$ cat config.mk
export PLATFORM = sky130hd
export DESIGN_NAME = instr_encoder
export DESIGN_NICKNAME = d
export VERILOG_FILES = /design/src/rtl/instr_encoder.sv
export SDC_FILE = /design/constraint.sdc
export NUM_CORES = 1
export LEC_CHECK = 0
export CAP_MARGIN = 10
export CORE_AREA = 2 2 165 167
export CTS_BUF_LIST = sky130_fd_sc_hd__clkbuf_4 sky130_fd_sc_hd__clkbuf_8
export DETAILED_ROUTE_END_ITERATION = 10
export DIE_AREA = 0 0 167 169
export PLACE_DENSITY = 0.42
export SYNTH_ARGS = -nofsm -noshare
export SYNTH_HDL_FRONTEND = slang
export SYNTH_SLANG_ARGS = --single-unit
$ cat constraint.sdc
create_clock -name clk -period 4.1 [get_ports clk]
set_input_delay 0.82 -clock clk [delete_from_list [all_inputs] [get_ports clk]]
set_output_delay 0.82 -clock clk [all_outputs]
set_load 0.05 [all_outputs]
$ cat src/rtl/instr_encoder.sv
// instr_encoder: two-stage streaming RV32I instruction encoder.
// Stage 1 registers the input fields and classifies the instruction format.
// Stage 2 packs the 32-bit word, checks that the immediate fits, and tags it
// with the instruction-memory write address for the boot/debug injector.
module instr_encoder #(
  parameter int unsigned       ADDR_W    = 32,
  parameter logic [ADDR_W-1:0] BASE_ADDR = '0
) (
  input  logic              clk,
  input  logic              rst_n,
  input  logic              Flush,
  input  logic              InValid,
  output logic              InReady,
  input  logic [6:0]        Opcode,
  input  logic [4:0]        Rd,
  input  logic [4:0]        Rs1,
  input  logic [4:0]        Rs2,
  input  logic [2:0]        Funct3,
  input  logic [6:0]        Funct7,
  input  logic [31:0]       Imm,
  output logic              OutValid,
  input  logic              OutReady,
  output logic [31:0]       Instruction,
  output logic [ADDR_W-1:0] WrAddr,
  output logic              EncError,
  output logic              ErrSticky
);

  localparam logic [2:0] FMT_R   = 3'd0;
  localparam logic [2:0] FMT_I   = 3'd1;
  localparam logic [2:0] FMT_S   = 3'd2;
  localparam logic [2:0] FMT_B   = 3'd3;
  localparam logic [2:0] FMT_U   = 3'd4;
  localparam logic [2:0] FMT_J   = 3'd5;
  localparam logic [2:0] FMT_SH  = 3'd6;
  localparam logic [2:0] FMT_ILL = 3'd7;

  localparam logic [31:0] NOP = 32'h0000_0013;

  logic              r_v1;
  logic [6:0]        r_op;
  logic [4:0]        r_rd;
  logic [4:0]        r_rs1;
  logic [4:0]        r_rs2;
  logic [2:0]        r_f3;
  logic [6:0]        r_f7;
  logic [31:0]       r_imm;
  logic [2:0]        r_fmt;

  logic              r_v2;
  logic [31:0]       r_instr;
  logic              r_err;
  logic [ADDR_W-1:0] r_addr;
  logic              r_sticky;

  logic              w_adv1;
  logic              w_adv2;
  logic [2:0]        w_fmt;
  logic [31:0]       w_word;
  logic              w_bad;
  logic              w_fitsI;
  logic              w_fitsB;
  logic              w_fitsJ;

  // The output stage frees up when empty or drained; stage 1 frees when empty or moving on.
  assign w_adv2  = !r_v2 || OutReady;
  assign w_adv1  = !r_v1 || w_adv2;
  assign InReady = w_adv1 && !Flush && rst_n;

  // Classify the instruction format from the major opcode; shifts are I-type with a shamt.
  always_comb begin
    w_fmt = FMT_ILL;
    if (Opcode[1:0] == 2'b11) begin
      case (Opcode[6:2])
        5'd8:                       w_fmt = FMT_S;
        5'd24:                      w_fmt = FMT_B;
        5'd5, 5'd13:                w_fmt = FMT_U;
        5'd27:                      w_fmt = FMT_J;
        5'd0, 5'd3, 5'd25, 5'd28:   w_fmt = FMT_I;
        5'd4:                       w_fmt = (Funct3[1:0] == 2'b01) ? FMT_SH : FMT_I;
        5'd12, 5'd14:               w_fmt = FMT_R;
        default:                    w_fmt = FMT_ILL;
      endcase
    end
  end

  // Stage 1: capture the fields of each accepted item together with its format.
  always_ff @(posedge clk or negedge rst_n) begin
    if (!rst_n) begin
      r_v1  <= 1'b0;
      r_op  <= '0;
      r_rd  <= '0;
      r_rs1 <= '0;
      r_rs2 <= '0;
      r_f3  <= '0;
      r_f7  <= '0;
      r_imm <= '0;
      r_fmt <= FMT_ILL;
    end else if (Flush) begin
      r_v1 <= 1'b0;
    end else if (w_adv1) begin
      r_v1 <= InValid;
      if (InValid) begin
        r_op  <= Opcode;
        r_rd  <= Rd;
        r_rs1 <= Rs1;
        r_rs2 <= Rs2;
        r_f3  <= Funct3;
        r_f7  <= Funct7;
        r_imm <= Imm;
        r_fmt <= w_fmt;
      end
    end
  end

  // An immediate fits when all bits above its top encoded bit are copies of the sign.
  assign w_fitsI = (&r_imm[31:11]) || !(|r_imm[31:11]);
  assign w_fitsB = (&r_imm[31:12]) || !(|r_imm[31:12]);
  assign w_fitsJ = (&r_imm[31:20]) || !(|r_imm[31:20]);

  // Assemble the word for the stage-1 item; anything that does not encode becomes a NOP.
  always_comb begin
    w_word = NOP;
    w_bad  = 1'b1;
    case (r_fmt)
      FMT_R: begin
        w_word = {r_f7, r_rs2, r_rs1, r_f3, r_rd, r_op};
        w_bad  = 1'b0;
      end
      FMT_I: begin
        w_word = {r_imm[11:0], r_rs1, r_f3, r_rd, r_op};
        w_bad  = !w_fitsI;
      end
      FMT_SH: begin
        w_word = {r_f7, r_imm[4:0], r_rs1, r_f3, r_rd, r_op};
        w_bad  = |r_imm[31:5];
      end
      FMT_S: begin
        w_word = {r_imm[11:5], r_rs2, r_rs1, r_f3, r_imm[4:0], r_op};
        w_bad  = !w_fitsI;
      end
      FMT_B: begin
        w_word = {r_imm[12], r_imm[10:5], r_rs2, r_rs1, r_f3, r_imm[4:1], r_imm[11], r_op};
        w_bad  = !w_fitsB || r_imm[0];
      end
      FMT_U: begin
        w_word = {r_imm[31:12], r_rd, r_op};
        w_bad  = |r_imm[11:0];
      end
      FMT_J: begin
        w_word = {r_imm[20], r_imm[10:1], r_imm[11], r_imm[19:12], r_rd, r_op};
        w_bad  = !w_fitsJ || r_imm[0];
      end
      default: begin
        w_word = NOP;
        w_bad  = 1'b1;
      end
    endcase
    if (w_bad) begin
      w_word = NOP;
    end
  end

  // Stage 2: output register, write address and sticky error, all restarted by Flush.
  always_ff @(posedge clk or negedge rst_n) begin
    if (!rst_n) begin
      r_v2     <= 1'b0;
      r_instr  <= '0;
      r_err    <= 1'b0;
      r_addr   <= BASE_ADDR;
      r_sticky <= 1'b0;
    end else if (Flush) begin
      r_v2     <= 1'b0;
      r_addr   <= BASE_ADDR;
      r_sticky <= 1'b0;
    end else begin
      if (r_v2 && OutReady) begin
        r_addr <= r_addr + ADDR_W'(4);
        if (r_err) begin
          r_sticky <= 1'b1;
        end
      end
      if (w_adv2) begin
        r_v2 <= r_v1;
        if (r_v1) begin
          r_instr <= w_word;
          r_err   <= w_bad;
        end
      end
    end
  end

  assign OutValid    = r_v2;
  assign Instruction = r_instr;
  assign WrAddr      = r_addr;
  assign EncError    = r_err;
  assign ErrSticky   = r_sticky;

endmodule

Yosys cells after proc, flatten, opt, wreduce, memory -nomap -nowiden
Index checks and enable logic that the tools add are counted.
{"block": "op_classes", "muxes": 15, "n_reduce_logical": 40, "bitwise": 1, "addsub": 1, "n_eq_ne": 19}
{"cell": "case mux 32 bit (7 select lines)", "n": 1}
{"cell": "2-to-1 mux 32 bit", "n": 3}
{"cell": "adder 32 x 3 -> 32 bit (second input constant)", "n": 1}
{"cell": "OR reduction 27 bit", "n": 1}
{"cell": "OR reduction 12 bit", "n": 2}
{"cell": "case mux 3 bit (7 select lines)", "n": 1}
{"cell": "AND reduction 21 bit", "n": 1}
{"cell": "OR reduction 21 bit", "n": 1}
{"cell": "== test 5 x 4 -> 1 bit (second input constant)", "n": 4}
{"cell": "== test 5 bit (second input constant)", "n": 4}
{"cell": "AND reduction 20 bit", "n": 1}
{"cell": "OR reduction 20 bit", "n": 1}
{"cell": "AND reduction 12 bit", "n": 1}
{"cell": "== test 5 x 3 -> 1 bit (second input constant)", "n": 2}
{"cell": "== test 3 bit (second input constant)", "n": 3}
{"cell": "zero test 1 bit", "n": 9}
{"cell": "nonzero test 2 bit", "n": 4}
{"cell": "logical OR 1 bit", "n": 7}
{"cell": "2-to-1 mux 1 bit", "n": 7}
{"cell": "== test 3 x 2 -> 1 bit (second input constant)", "n": 2}
{"cell": "2-to-1 mux 3 bit", "n": 2}
{"cell": "case mux 1 bit (6 select lines)", "n": 1}
{"cell": "AND reduction 3 bit", "n": 2}
{"cell": "OR reduction 2 bit", "n": 3}
{"cell": "10 further kinds", "n": 12}
{"block": "word_totals", "register_bits": 135, "word_cells": 90, "output_inout_bits": 68}

Longest topological paths before layout
Gate-level depths: netlist (run 1).
{"block": "logic_depth", "word_depth": 7, "ltp_mapped": 8, "mapped_depth_nobuf": 6}

Worst setup path before layout (run 1)
No wires, ideal clock.
{"block": "synth_timing", "path_kind": "input to output", "start": "input port Flush", "end": "output port InReady", "n_path_buf": 1, "slack_ns": 1.655, "arrival_ns": 1.625, "cell_stages": 3, "path_cell_list": "clkbuf_1 a21oi_1 and2_1"}
{"block": "synth_via", "elab_chain_len": 3}
{"element": "from (decl)", "line": "11", "source": "input logic Flush,"}
{"element": "zero test 1 bit", "line": "68", "source": "assign InReady = w_adv1 && !Flush && rst_n;"}
{"element": "logical AND 1 bit (2 in series)", "line": "68"}
{"element": "to (decl)", "line": "13", "source": "output logic InReady,"}
Every way passes these cells.

Final worst setup path (run 1)
{"block": "layout_timing", "start": "input port OutReady", "end": "output port InReady"}
{"block": "layout_via", "elab_chain_len": 4}
{"element": "from (decl)", "line": "22", "source": "input logic OutReady,"}
{"element": "logical OR 1 bit", "line": "66", "source": "assign w_adv2 = !r_v2 || OutReady;"}
{"element": "logical OR 1 bit", "line": "67", "source": "assign w_adv1 = !r_v1 || w_adv2;"}
{"element": "logical AND 1 bit (2 in series)", "line": "68"}
Every way passes these cells.

==> impl_results.md, run 1 <==
- Starting Density: 24.6%
- Clock skew: 0.0155 ns
- Worst-Skew Late Latency: 0.44 ns
- Clock-pin slew on the worst setup and hold paths: roughly 0.08 ns
- GR Util All Layers: roughly 14%
- Max Slew Vio Count: 0
- Pwr Density: around 400 nW/um2
- Internal power: 2.33 mW
- Status: complete, no violations
- Hold Vio Cnt, Final: 0
- Final setup vio count: 0
- Pre-CTS WS: 0.519 ns
- Setup Buffers After CTS: 0
- First-pass GRT wire length: 30.4 mm
- Class of the worst hold path: input pin to async pin
- Overflow after GRT: 0
- Max IR drop VDD: 0.000173 V
- Die width: 167 um
- Switch Pwr: 1.08 mW
- Worst Setup SP: OutReady
- Share of the synthesized area in the top cell type: around 50%
- Nets: 774
- Die Ht: 169 um
- WL final: between 15 and 20 mm
- Post-CTS sizing: 0
- Synth Register Bits: 133
- # port buffers: 134
- Worst R2R End: Instruction[11]$_DFFE_PN0P_
- Area contributors post-synth: dfrtp_1 50%, mux2_2 12%, o31ai_2 4.4%
- DRT iter0 DRCs: between 300 and 400
- Static Leak: 3.43 nW
- Worst path required time: 3.28 ns
- Clk root buf: clkbuf_8
- R2R setup slack: 1.21 ns
- DPL Wire Length: 13.8 mm
- R2R depth: 6
- Number of global-route vias before repair: about 5200
- CTS tree: done
- Net Sw Frac: 31.7%
- Cells after Synth: 574
- Drt wl/cell: between 15 and 20 um
- Htree depth: 4
- Critical path data arrival time: 2.35 ns
- Min cycle time layout: 3.17 ns
- DR DRC count: 0
- Clock share of power: roughly a third
- Most used DFF post-synth: dfrtp_1
- CP Capture Type: output pin
- Hold Buf Count CTS: 0
- Row cnt: 60
- Number of flops mapped to enable cells by yosys: 0
- Critical path class: input pin to output pin
- RSZ-0062 raised after global routing: false
- Fmax achieved: 0.316 GHz
- Worst-path maximum fanout: 7
- Area growth syn-to-layout: 32.2%
- Startpoint types: input pin
- RePlAce Congestion: 0.767
- TritonCTS Buffers: 17
- Comb pwr share: around a fifth
- Top cells by count, synth: 130 x dfrtp_1, 71 x mux2_2, 52 x nand2_1, 52 x nor2_1, 25 x nand4_1
- Yosys warnings: 0
- Fin crit share: just under 80%
- Clock Sinks: 133
- Syn_area_per_cell: 11.3 um2
- Final antenna-violating net count: 0
- Sequential share of the synthesized area: between 50% and 60%
- Largest net degree at the start of global routing: 59
- Ys async rst share: 100%
- Setup ws final: 0.931 ns
- Met3 usage: under 10%
- GR peak layer: met2
- Least-Margin Pin Slew: approximately 0.83 ns
- Boundary pin count: 137
- Slew HR: between 40 and 50%
- DR vias: 5044
- Synth area leader: dfrtp_1
- Diodes inserted: 0
- Max-cap violations: 0
- Cell Area, Synth: ~6500 um2
- Core box area: 26500 um2
- First-pass iteration count of the detailed router: 4
- GR Util met1: 18.7%
- Accumulated negative setup slack: 0 ns
- Met2 track demand over resource: 21.8%
- Die area: about 28000 um2
- Initial antenna violation count: 0
- Core Util, Final: approximately a third
- Count leader, synth: dfrtp_1
- R2R Path Start: r_fmt[2]$_DFFE_PN1P_
- Detail-routed via count per cell: between 4 and 5
- Clock buffer depth: 2
- Sequential Power Share: between 40 and 50%
- Share of cells above drive strength 1: 21.9%
- Library cells used by synthesis: 61
-- routing by layer --
| metal | up-vias | part of all wire (%) |
|---|---|---|
| li1 | 2373 | - |
| met1 | 2512 | 47 |
| met2 | 142 | 47 |
| met3 | 17 | 5.2 |
| met4 | 0 | 1.3 |
| met5 | - | 0 |
-- power by group through the flow --
| stage | clock, mW | combinational [mW] | sequential [mW] |
|---|---|---|---|
| after floorplan | 0 | 0.361 | 1.67 |
| after global placement | 0 | 0.692 | 1.62 |
| after detailed placement | 0 | 0.704 | 1.63 |
| after CTS | 1.16 | 0.707 | 1.60 |
| after global routing | 1.22 | 0.757 | 1.62 |
| final | 1.12 | 0.698 | 1.60 |
-- cell type report --
| cell class | instances | area [um2] |
|---|---|---|
| clock buffers | 20 | 269 |
| fillers | 2676 | 17900 |
| multi-input cells | 405 | 3000 |
| flip-flops and latches | 133 | 3330 |
| repair buffers | 142 | 1440 |
| inverters | 5 | 18.8 |
| well taps | 341 | 427 |
| clock inverters | 12 | 130 |
-- cells by family after synthesis --
group | count (synthesis) | synth area share [%]
other | 1 | 0.0576
adders and majority gates | 2 | 0.346
xor gates and xnor gates | 23 | 3.09
AOI/OAI and AO/OA | 106 | 13.6
DFF | 133 | 51.2
buffers and inverters | 37 | 3.03
muxes | 80 | 13.7
and+or+nand+nor | 192 | 15.0
-- critical path, cell delays in order --
cell             delay (ns)
clkdlybuf4s50_1        0.62
nor2b_1                0.16
a21oi_1                0.31
and2_1                 0.27
buf_12                 0.16
-- how the worst max path moves through the flow --
stage / to / slack (ns) / depth (start not counted)
after floorplan: InReady / 1.65 / 3
after global placement: Instruction[10]$_DFFE_PN0P_ / 0.65 / 7
after detailed placement: Instruction[30]$_DFFE_PN0P_ / 0.52 / 7
after CTS: InReady / 0.96 / 5
after global routing: Instruction[30]$_DFFE_PN0P_ / 0.83 / 7
final: InReady / 0.93 / 5
-- cells in the final DEF (no fill, tap or decap), types with 6 or more instances in the layout --
master           netlist  layout
buf_4                  4       6
nand2_1               52      51
a211oi_1               6       6
mux2i_1                8       8
nand3_1               14      14
a21oi_1               19      19
mux2_2                71      71
clkdlybuf4s50_1        0     132
o21ai_0               11      11
nand4_1               25      25
nor2_1                52      52
a22oi_1               20      20
nor4_1                10      10
dfrtp_1              130     130
xor2_1                22      22
o31ai_2               23      23
clkbuf_8               0      19
-- registers in the layout, summed over array words and instances, names as in the netlist, 3 cells and up --
register and count:
Instruction 32, r_imm 32, WrAddr 30, r_f7 7
r_op 7, r_rd 5, r_rs1 5, r_rs2 5
r_f3 3, r_fmt 3
-- per-stage QoR --
| stage | std cells | hold WS, ns | total power [mW] | cell area [um2] |
|---|---|---|---|---|
| 2_1_floorplan | 575 | 0.449 | 2.03 | 6520 |
| 3_3_place_gp | 1026 | 0.475 | 2.32 | 8210 |
| 3_5_place_dp | 1026 | 0.475 | 2.33 | 8210 |
| 4_1_cts | 1058 | 0.218 | 3.47 | 8610 |
| 5_1_grt | 1058 | 0.224 | 3.60 | 8610 |
| 6_report | 1058 | 0.248 | 3.42 | 8610 |
Power figures use the tool's default switching activity.
==> run 2: changes to the inputs <==
--- a/config.mk
+++ b/config.mk
@@ -10,7 +10,7 @@
 export CTS_BUF_LIST = sky130_fd_sc_hd__clkbuf_4 sky130_fd_sc_hd__clkbuf_8
 export DETAILED_ROUTE_END_ITERATION = 10
 export DIE_AREA = 0 0 167 169
-export PLACE_DENSITY = 0.42
+export PLACE_DENSITY = 0.43
 export SYNTH_ARGS = -nofsm -noshare
 export SYNTH_HDL_FRONTEND = slang
 export SYNTH_SLANG_ARGS = --single-unit
==> constraint.sdc (replaced) <==
create_clock -name clk -period 2.65 [get_ports clk]
set_input_delay 0.53 -clock clk [delete_from_list [all_inputs] [get_ports clk]]
set_output_delay 0.53 -clock clk [all_outputs]
set_load 0.05 [all_outputs]
==> run 2 against run 1 <==
Clock skew shrank 0.0047 ns. Sequential power is 53% higher. Clock-buffer cell count up 2. Design area is 2.0% higher. Power grew 54%. Combinational power increased by 62%. Core utilization grew 0.65 points. Final cell count up 2.0%. Worst hold slack lost 0.061 ns. Clock power increased by 52%. Global-route usage down 0.51 points. Register-to-register slack worse by 0.81 ns. Critical path type unchanged.
==> impl_results.md, run 2 (same netlist as run 1, synthesis figures left out) <==
- Status: complete, no violations
- Class of the worst hold path: input pin to async pin
- TritonCTS Buffers: 17 (unchanged)
- RSZ-0062 raised after global routing: false
- Worst path cell trace: clkdlybuf4s50_1 -> nor2b_1 -> a21oi_1 -> buf_4 -> and2_1 -> buf_12
- Internal power: 3.65 mW (+56%)
- Area growth syn-to-layout: 34.9%
- Cell area after layout: 8780 um2 (+2.0%)
- Crit-path leading delay family: buffers and inverters
- Die width: 167 um (unchanged)
- Hold Buf Count CTS: 0 (unchanged)
- Most frequent cells in the layout: 132 x clkdlybuf4s50_1, 130 x dfrtp_1, 71 x mux2_2
- Min Hold Slack: 0.187 ns (-0.0609 ns)
- Hold Vio Cnt, Final: 0 (unchanged)
- Max-cap violations: 0 (unchanged)
- Core box area: 26500 um2 (unchanged)
- Clock share of power: 32.2% (-0.5 points)
- Htree depth: 4 (unchanged)
- Clock-pin slew on the worst setup and hold paths: 0.07 ns (about the same)
- DRT iter0 DRCs: 267 (-20%)
- DR DRC count: 0 (unchanged)
- Startpoint types: input pin
- First-pass iteration count of the detailed router: 6 (+2)
- Accumulated negative setup slack: 0 ns (unchanged)
- Worst path required time: 2.12 ns (-1.16 ns)
- Fin crit share: about 95%
- Clock Sinks: 133 (unchanged)
- Overflow after GRT: 0 (unchanged)
- CTS tree: done
- DPL Wire Length: 13.6 mm (-1.5%)
- Boundary pin count: 137 (unchanged)
- Fin cells: 1079 (+2.0%)
- Diodes inserted: 0 (unchanged)
- Largest net degree at the start of global routing: 134 (+130%)
- RePlAce Congestion: 0.780 (+1.7%)
- Critical path data arrival time: 1.98 ns (-0.37 ns)
- Buf/Inv on CP: 3 (+1)
- Final setup vio count: 0 (unchanged)
- WL final: 18.4 mm (-1.9%)
- Switch Pwr: 1.62 mW (+50%)
- GR Util All Layers: 13.2% (-0.51 points)
- Static Leak: 3.55 nW (+3.3%)
- Min cycle time layout: roughly 2.5 ns
- Initial antenna violation count: 0 (unchanged)
- Row cnt: 60 (unchanged)
- First-pass GRT wire length: 29.2 mm (-3.9%)
- Worst-Skew Late Latency: 0.44 ns (about the same)
- Commonest non-fill, non-tap cell in the layout: clkdlybuf4s50_1
- Nets: 795 (+2.7%)
- Critical path class: input pin to output pin
- Share of cells above drive strength 1: 24.1% (+2.2 points)
- Setup Buffers After CTS: 0 (unchanged)
- Max Slew Vio Count: 0 (unchanged)
- Worst-path maximum fanout: 5 (-2)
- Pwr Density: 600 nW/um2 (+51%)
- Core Util, Final: 33.1% (+0.65 points)
- DR vias: 5090 (+0.91%)
- Clk root buf: clkbuf_8
- Net Sw Frac: 30.8% (-0.89 points)
- Fmax achieved: 0.398 GHz
- Number of global-route vias before repair: 5181 (-0.84%)
- Placed cell area: 8400 um2 (+2.2%)
- CP Capture Type: output pin
- Clock buffer depth: 2 (unchanged)
- Comb pwr share: 21.5% (+1.1 points)
- # placed instances: 1047 (+2.0%)
- CP max stage delay: 0.51 ns (-0.11 ns)
- Least-Margin Pin Slew: 0.772 ns (-0.0527 ns)
- Critical Path Stages: 6 (+1)
- Detail-routed via count per cell: 4.72 (-1.1%)
- Slowest stage cell on the critical path: clkdlybuf4s50_1
- Post-CTS sizing: 0 (unchanged)
- Sequential Power Share: 46.4% (-0.4 points)
- Slew HR: 48.5% (+3.6 points)
- Final antenna-violating net count: 0 (unchanged)
- Drt wl/cell: 17.1 um (-3.8%)
- Starting Density: 24.6% (unchanged)
- # port buffers: 134 (unchanged)
- Clock skew: 0.0108 ns (-0.00468 ns)
- Max IR drop VDD: 0.000233 V (+35%)
- Die Ht: 169 um (unchanged)
- R2R depth: 7 (+1)
- Die area: 28200 um2 (unchanged)
==> run 2: cell types whose count changed in the layout (fill, tap and decap cells not counted) <==
| cell | delta |
|---|---|
| clkinv_2 | +2 |
| buf_12 | +2 |
| buf_4 | +19 |
| clkbuf_4 | +2 |
| clkinv_4 | -4 |
==> run 2: routing by layer <==
metal	GRT usage [%]	share of wire (%)	up-vias
met5	0	0	-
met1	18.0	47	2499
li1	-	-	2412
met2	21.1	47	160
met4	3.49	1.2	0
met3	3.16	4.6	19
==> run 2: path summary, 6_finish.rpt <==
check,slack [ns],to,from
min in group clk,0.49,Instruction[8]$_DFFE_PN0P_,Instruction[8]$_DFFE_PN0P_
max in group asynchronous,1.86,r_imm[0]$_DFFE_PN0P_,rst_n
setup / recovery,0.14,InReady,OutReady
setup reg to reg,0.40,Instruction[24]$_DFFE_PN0P_,r_imm[5]$_DFFE_PN0P_
hold / removal,0.19,WrAddr[11]$_DFFE_PN0P_,rst_n
hold reg to reg,0.49,Instruction[8]$_DFFE_PN0P_,Instruction[8]$_DFFE_PN0P_
==> run 2: per-stage QoR <==
stage / total power, mW / setup WS, ns
after floorplan: 3.14 / 0.502
after global placement: 3.61 / 0.140
after detailed placement: 3.63 / 0.113
after CTS: 5.36 / 0.144
after global routing: 5.55 / 0.0506
final: 5.27 / 0.140
==> run 2: worst reg2reg max path, cell delays in order (launching register included) <==
cell       delay, ns
dfrtp_1         0.41
nor4_1          0.42
buf_4           0.19
nand2_1         0.06
o2111ai_2       0.35
nand3_2         0.24
buf_12          0.23
o31ai_2         0.25
==> run 2: cell type report <==
type | instances | area (um2)
multi-input cells | 405 | 3000
flip-flops and latches | 133 | 3330
fillers | 2637 | 17700
clock inverters | 10 | 105
repair buffers | 163 | 1620
clock buffers | 22 | 284
well taps | 341 | 427
inverters | 5 | 18.8
==> run 2: power groups by stage <==
stage	clock [mW]	combinational [mW]	sequential [mW]
6_report	1.70	1.13	2.45
5_1_grt	1.86	1.22	2.47
4_1_cts	1.76	1.15	2.45
3_5_place_dp	0	1.15	2.49
3_3_place_gp	0	1.13	2.48
2_1_floorplan	0	0.559	2.58
